$ cat config.mk
export PLATFORM = sky130hd
export DESIGN_NAME = display_scan_controller_flat
export DESIGN_NICKNAME = d
export VERILOG_FILES = /design/src/rtl/display_scan_controller_if.sv /design/src/rtl/display_scan_controller.sv /design/src/flat_wrapper.sv
export SDC_FILE = /design/constraint.sdc
export NUM_CORES = 1
export LEC_CHECK = 0
export BUFFER_PORTS_ARGS = -buffer_cell sky130_fd_sc_hd__buf_2
export CAP_MARGIN = 20
export CORE_MARGIN = 2
export CORE_UTILIZATION = 45
export CTS_CLUSTER_SIZE = 20
export DETAILED_ROUTE_END_ITERATION = 8
export PLACE_DENSITY = 0.69
export SYNTH_ARGS = -nofsm -noshare
export SYNTH_HDL_FRONTEND = slang
export SYNTH_SLANG_ARGS = --single-unit
export TNS_END_PERCENT = 50
$ cat constraint.sdc
create_clock -name clk -period 2.72 [get_ports clk]
set_input_delay 0.136 -clock clk [delete_from_list [all_inputs] [get_ports clk]]
set_output_delay 0.136 -clock clk [all_outputs]
set_load 0.01 [all_outputs]
$ cat src/rtl/display_scan_controller_if.sv
// rtl/display_scan_controller_if.sv - host-side and controller-side signals of the digit scan controller
interface display_scan_controller_if;
  logic        EN;
  logic [15:0] VALUE;
  logic [3:0]  DP_IN;
  logic        LOAD;
  logic        BLANK_LZ;
  logic        S0;
  logic        S1;
  logic [3:0]  DIGIT;
  logic        DP;
  logic        BLANK;
  logic        FRAME;

  modport master (
    output EN, VALUE, DP_IN, LOAD, BLANK_LZ,
    input  S0, S1, DIGIT, DP, BLANK, FRAME
  );

  modport slave (
    input  EN, VALUE, DP_IN, LOAD, BLANK_LZ,
    output S0, S1, DIGIT, DP, BLANK, FRAME
  );
endinterface

$ cat src/rtl/display_scan_controller.sv
// rtl/display_scan_controller.sv - four-digit multiplexed display scanner with frame-aligned data update
module display_scan_controller #(
  parameter int REFRESH_DIV = 100000
) (
  input  logic                    clk,
  input  logic                    rst_n,
  display_scan_controller_if.slave bus
);

  localparam int              PW   = (REFRESH_DIV > 2) ? $clog2(REFRESH_DIV) : 1;
  localparam logic [PW-1:0]   LAST = PW'(REFRESH_DIV - 1);

  logic [PW-1:0] r_presc;
  logic [1:0]    r_idx;
  logic [15:0]   r_shadow;
  logic [3:0]    r_shadow_dp;
  logic [15:0]   r_pend;
  logic [3:0]    r_pend_dp;
  logic          r_pend_vld;
  logic          r_frame;

  logic          w_tick;
  logic          w_wrap;
  logic          w_xfer;
  logic [2:0]    w_lz;
  logic          w_lz_cur;
  logic [3:0]    w_digit;
  logic          w_dp;

  assign w_tick = bus.EN && (r_presc == LAST);
  assign w_wrap = w_tick && (r_idx == 2'd3);
  // Holding the display (EN=0) is a safe moment to swap data, as is the frame wrap.
  assign w_xfer = w_wrap || !bus.EN;

  always_ff @(posedge clk) begin
    if (!rst_n) begin
      r_presc     <= '0;
      r_idx       <= 2'd0;
      r_shadow    <= 16'h0000;
      r_shadow_dp <= 4'h0;
      r_pend      <= 16'h0000;
      r_pend_dp   <= 4'h0;
      r_pend_vld  <= 1'b0;
      r_frame     <= 1'b0;
    end else begin
      if (!bus.EN || w_tick) begin
        r_presc <= '0;
      end else begin
        r_presc <= r_presc + 1'b1;
      end

      if (w_tick) begin
        r_idx <= r_idx + 2'd1;
      end

      r_frame <= w_wrap;

      if (w_xfer && r_pend_vld) begin
        r_shadow    <= r_pend;
        r_shadow_dp <= r_pend_dp;
        r_pend_vld  <= 1'b0;
      end

      // A coincident LOAD lands after the transfer, so it stays pending.
      if (bus.LOAD) begin
        r_pend     <= bus.VALUE;
        r_pend_dp  <= bus.DP_IN;
        r_pend_vld <= 1'b1;
      end
    end
  end

  always_comb begin
    w_digit = 4'h0;
    w_dp    = 1'b0;
    case (r_idx)
      2'd0: begin w_digit = r_shadow[15:12]; w_dp = r_shadow_dp[3]; end
      2'd1: begin w_digit = r_shadow[11:8];  w_dp = r_shadow_dp[2]; end
      2'd2: begin w_digit = r_shadow[7:4];   w_dp = r_shadow_dp[1]; end
      default: begin w_digit = r_shadow[3:0]; w_dp = r_shadow_dp[0]; end
    endcase
  end

  assign w_lz[0] = (r_shadow[15:12] == 4'h0) && !r_shadow_dp[3];
  assign w_lz[1] = w_lz[0] && (r_shadow[11:8] == 4'h0) && !r_shadow_dp[2];
  assign w_lz[2] = w_lz[1] && (r_shadow[7:4] == 4'h0) && !r_shadow_dp[1];

  // The rightmost digit is never a leading zero, so it has no blanking term.
  assign w_lz_cur = ((r_idx == 2'd0) && w_lz[0]) ||
                    ((r_idx == 2'd1) && w_lz[1]) ||
                    ((r_idx == 2'd2) && w_lz[2]);

  assign bus.S0    = r_idx[1];
  assign bus.S1    = r_idx[0];
  assign bus.DIGIT = w_digit;
  assign bus.DP    = w_dp;
  assign bus.BLANK = !bus.EN || (bus.BLANK_LZ && w_lz_cur);
  assign bus.FRAME = r_frame;

endmodule

$ cat src/flat_wrapper.sv
// flat-port wrapper written by rule: the top's interface ports become plain ports
module display_scan_controller_flat 
#(
  parameter int REFRESH_DIV = 100000
)
  (clk, rst_n, bus_EN, bus_VALUE, bus_DP_IN, bus_LOAD, bus_BLANK_LZ, bus_S0, bus_S1, bus_DIGIT, bus_DP, bus_BLANK, bus_FRAME);
  display_scan_controller_if bus_i ();
  input  logic clk;
  input  logic rst_n;
  input wire logic [$bits(bus_i.EN)-1:0] bus_EN;
  input wire logic [$bits(bus_i.VALUE)-1:0] bus_VALUE;
  input wire logic [$bits(bus_i.DP_IN)-1:0] bus_DP_IN;
  input wire logic [$bits(bus_i.LOAD)-1:0] bus_LOAD;
  input wire logic [$bits(bus_i.BLANK_LZ)-1:0] bus_BLANK_LZ;
  output wire logic [$bits(bus_i.S0)-1:0] bus_S0;
  output wire logic [$bits(bus_i.S1)-1:0] bus_S1;
  output wire logic [$bits(bus_i.DIGIT)-1:0] bus_DIGIT;
  output wire logic [$bits(bus_i.DP)-1:0] bus_DP;
  output wire logic [$bits(bus_i.BLANK)-1:0] bus_BLANK;
  output wire logic [$bits(bus_i.FRAME)-1:0] bus_FRAME;
  assign bus_i.EN = bus_EN;
  assign bus_i.VALUE = bus_VALUE;
  assign bus_i.DP_IN = bus_DP_IN;
  assign bus_i.LOAD = bus_LOAD;
  assign bus_i.BLANK_LZ = bus_BLANK_LZ;
  assign bus_S0 = bus_i.S0;
  assign bus_S1 = bus_i.S1;
  assign bus_DIGIT = bus_i.DIGIT;
  assign bus_DP = bus_i.DP;
  assign bus_BLANK = bus_i.BLANK;
  assign bus_FRAME = bus_i.FRAME;
  display_scan_controller #(.REFRESH_DIV(REFRESH_DIV)) u_core (.clk(clk), .rst_n(rst_n), .bus(bus_i));
endmodule
==> results.md <==
Outcome:
- The run finished with clean final reports.

STA:
- For the finished layout, the period the worst path requires is 2.05 ns.
- Setup repair after global routing left no endpoint under its margin.
- At the pin with the least slew margin, the transition time is 0.600 ns.
- The final total negative setup slack is 0 ns.
- Setup violations remaining at the end of the flow were counted as 0.
- The total count of max-transition violations in the final report is 0.
- The final period utilization is 75.5%.
- For the final database, setup skew stands at 0.00715 ns.
- The max-slew headroom at the worst pin is 60.0%.
- The fmax is 487 MHz.
- The final hold violation count was 0.

Worst hold path:
- The depth of the worst hold-timing path is 3.
- The hold-critical path endpoint is u_core.r_pend[15]$_SDFFE_PN0P_.
- The class of the most critical hold timing path is primary input to flop.
- The launch point of the worst hold path is bus_VALUE[15].

Synth:
- Sequential cells were found to cover 44.4% of the synthesized design area.
- The total of warnings raised by yosys is 0.
- The number of nets handed over by synthesis was 320.
- The cell count after synthesis is 289.
- After synthesis, the mean cell area works out to 9.52 um^2.
- The synthesized area is 2750 um^2.
- The synthesis-stage register bit count is 61.
- The number of different library cells used by synthesis comes to 35.

Critical path:
- The setup slack on the worst flop-to-flop path is 0.78 ns.
- The worst reg2reg path depth is 6.
- The worst setup path is of the flop to primary output kind.
- The top fanout value on the critical path is 6.
- STA classifies the critical path endpoint as a primary output.
- In this run the critical register-to-register path is launched from u_core.r_presc[0]$_SDFF_PP0_.
- The startpoint type of the worst setup path is a flop.
- The capture point of the worst reg-to-reg path is u_core.r_shadow_dp[0]$_SDFFE_PN0P_.
- The data arrival time of the critical path is 1.92 ns.
- The required time at the worst-slack endpoint is 2.58 ns.

Layout:
- The library cells used most frequently in the layout, excluding fill and tap cells, are dfxtp_1 (61), nand2_1 (49), mux2i_1 (47).
- The fraction of layout instances using a drive strength above 1 is 16.9%.
- Leaving out filler cells and counting taps, the final layout contains 400.
- The antenna diode count is 0.
- The count of nets after finishing is 351.
- Compared with the post-synthesis result, the final layout area differs by 16.2%.
- The filler cell count is 559.
- The most common cell after layout, fill and taps aside is dfxtp_1.
- The post-route core utilization is 54.0%.

Global route:
- For met1 alone, demand over resource in global routing was 20.5%.
- The total global routing overflow is 0.
- Entering global routing, the biggest net connects 41 pins.
- In the global route stage, met3 resource usage came out at 8.37%.
- The all-layer global routing usage is 17.0%.
- The number of global-route vias before repair is 1876.
- The global routing met2 resource utilization is 26.6%.
- The initial antenna violation count was 0.
- The first global-routing pass estimated 8540 um of wire.
- The global-route layer with the greatest usage is met2.

Clock network:
- The maximum clock path buffer count is 2.
- TritonCTS created 9 clock buffers.
- TritonCTS built the clock tree.
- The total of hold buffers inserted after clock tree synthesis is 0.
- The total number of H-tree levels is 3.
- The clock latency on the worst-skew pair is 0.34 ns.
- The clock net sink count is 61.
- Once the clock tree was built, the resizer swapped 0 gates to a different size.
- The buffer cell driving the clock tree root is clkbuf_8.
- The number of setup buffers added after CTS is 0.
- The clock input transition at the sequential cells of the worst setup and hold paths is 0.07 ns.

Detailed routing:
- The pre-antenna-repair detailed-routing pass consisted of 5 iterations.
- After detailed routing, the number of remaining DRC violations is 0.
- The average vias per placed instance is 5.18.
- The routed layout has 2071 vias.
- The aggregate routed wire length is 5210 um.
- The number of nets with antenna violations after routing is 0.
- Dividing the detail-routed wire length by the instance count gives 13.0 um.
- For this block, the initial DRC count from the detailed router was 110.

Floorplan:
- After floorplanning, the core was sized to cover 5920 um^2.
- For this configuration, the core starts out at a cell density of 46.4%.
- The chip width is 82.2 um.
- The number of placement rows is 28.
- The number of primary I/O pins is 34.
- The die covers 6750 um^2.
- In this run the vertical extent of the chip is 82.2 um.

Placement:
- The count of port buffers added during placement is 33.
- The placed wire-length estimate after detailed placement is 3600 um.
- The congestion estimate from routability-driven global placement came to 0.869.
- The number of placed instances, taps included, is 384.

Pwr:
- VDD sags by at most 386 uV.
- In this run the static leakage power is 0.00133 uW.
- The total power divided by cell area is 627 nW/um^2.

Flow run:
- Across the run, the number of max-cap violations was 0.
-- kinds of logic (layout without fill, tap and decap cells) --
logic type | count (synthesis) | in the layout | share of synthesized area, %
flip-flops | 61 | 61 | 44.4
adder cells (fa/ha/maj) | 6 | 6 | 2.73
AND/OR/NAND/NOR | 123 | 123 | 23.7
XOR/XNOR | 13 | 13 | 4.14
AO/OA/AOI/OAI | 15 | 15 | 4.05
multiplexers | 47 | 47 | 17.1
buffers and inverters | 24 | 60 | 3.91
-- worst max path at each step --
stage / startpoint / end / slack (ns) / depth (start not counted)
final: u_core.r_idx[0]$_SDFFE_PN0P_ / bus_DP / 0.67 / 5
after global routing: u_core.r_idx[0]$_SDFFE_PN0P_ / bus_DIGIT[1] / 0.56 / 5
after CTS: u_core.r_idx[0]$_SDFFE_PN0P_ / bus_DP / 0.67 / 5
after detailed placement: u_core.r_presc[0]$_SDFF_PP0_ / u_core.r_shadow_dp[1]$_SDFFE_PN0P_ / 0.78 / 6
after global placement: u_core.r_presc[13]$_SDFF_PP0_ / u_core.r_shadow_dp[0]$_SDFFE_PN0P_ / 0.83 / 5
after floorplan: u_core.r_presc[5]$_SDFF_PP0_ / u_core.r_presc[10]$_SDFF_PP0_ / 0.94 / 6
-- where the power goes --
part           switching (uW)  total, uW  internal (uW)
Combinational            57.1        110           53.4
Sequential               15.0        934            919
Clock                     352        961            608
Total                     424       2000           1580
-- per-stage QoR --
stage | setup WS (ns) | cell area (um^2) | hold WS (ns) | total power (uW)
after floorplan | 0.943 | 2750 | 0.305 | 1030
after global placement | 0.832 | 2960 | 0.391 | 1060
after detailed placement | 0.782 | 2960 | 0.399 | 1070
after CTS | 0.671 | 3200 | 0.0298 | 2030
after global routing | 0.563 | 3200 | 0.0434 | 2090
final | 0.665 | 3200 | 0.0466 | 2000
-- registers in the layout, summed over array words and instances, names as in the netlist --
signal and flops:
u_core.r_shadow 16, u_core.bus.FRAME 1, u_core.r_pend_vld 1, u_core.r_idx 2, u_core.r_pend_dp 4, u_core.r_pend 16, u_core.r_shadow_dp 4, u_core.r_presc 17
-- cell usage after synthesis --
| cell type | number | share of area [%] |
|---|---|---|
| buf_6 | 2 | 0.82 |
| o21ai_0 | 2 | 0.36 |
| a31o_2 | 1 | 0.32 |
| a31oi_1 | 2 | 0.45 |
| nand2_1 | 49 | 6.7 |
| xnor2_1 | 6 | 1.9 |
| ha_1 | 6 | 2.7 |
| dfxtp_1 | 61 | 44 |
| nand4_1 | 6 | 1.4 |
| mux2i_1 | 47 | 17 |
| or4b_1 | 1 | 0.36 |
| nor2b_1 | 21 | 4.8 |
| buf_1 | 4 | 0.55 |
| nor4_4 | 1 | 0.77 |
| nor4bb_1 | 1 | 0.36 |
| nor2_1 | 17 | 2.3 |
| or4_1 | 1 | 0.27 |
| o21a_1 | 1 | 0.27 |
| nand3b_2 | 1 | 0.41 |
| a222oi_1 | 5 | 1.8 |
| and4_1 | 5 | 1.6 |
| a21oi_1 | 3 | 0.55 |
| nor4_1 | 4 | 0.91 |
| nand3b_1 | 1 | 0.27 |
| inv_1 | 9 | 1.2 |
| o31ai_1 | 1 | 0.27 |
| nand4b_1 | 1 | 0.32 |
| or3_1 | 2 | 0.45 |
| nor4b_1 | 2 | 0.64 |
| or4b_4 | 1 | 0.50 |
| clkbuf_1 | 7 | 0.96 |
| nand3_1 | 6 | 1.1 |
| buf_2 | 2 | 0.36 |
| xor2_1 | 7 | 2.2 |
| nor3_1 | 3 | 0.55 |
-- metal layers --
| metal | wire length, um | vias to the layer above |
|---|---|---|
| met4 | 77 | 0 |
| li1 | - | 1057 |
| met3 | 299 | 10 |
| met1 | 2390 | 945 |
| met5 | 0 | - |
| met2 | 2440 | 59 |
-- final cells by class --
type                    instances  area (um^2)  area share [%]
clock buffers                  10          128            3.99
multi-input cells             204         1430            44.7
clock inverters                 6          111            3.48
repair buffers                 35          180            5.64
inverters                       9         33.8            1.06
well taps                      75         93.8            2.94
flip-flops and latches         61         1220            38.2
-- critical path, cell delays in order, from the launching register on --
cell and delay [ns]:
dfxtp_1 0.45, inv_1 0.12, ha_1 0.29, a222oi_1 0.43
mux2i_1 0.14, buf_2 0.16
Note: power is estimated with default switching activity, not from simulation.
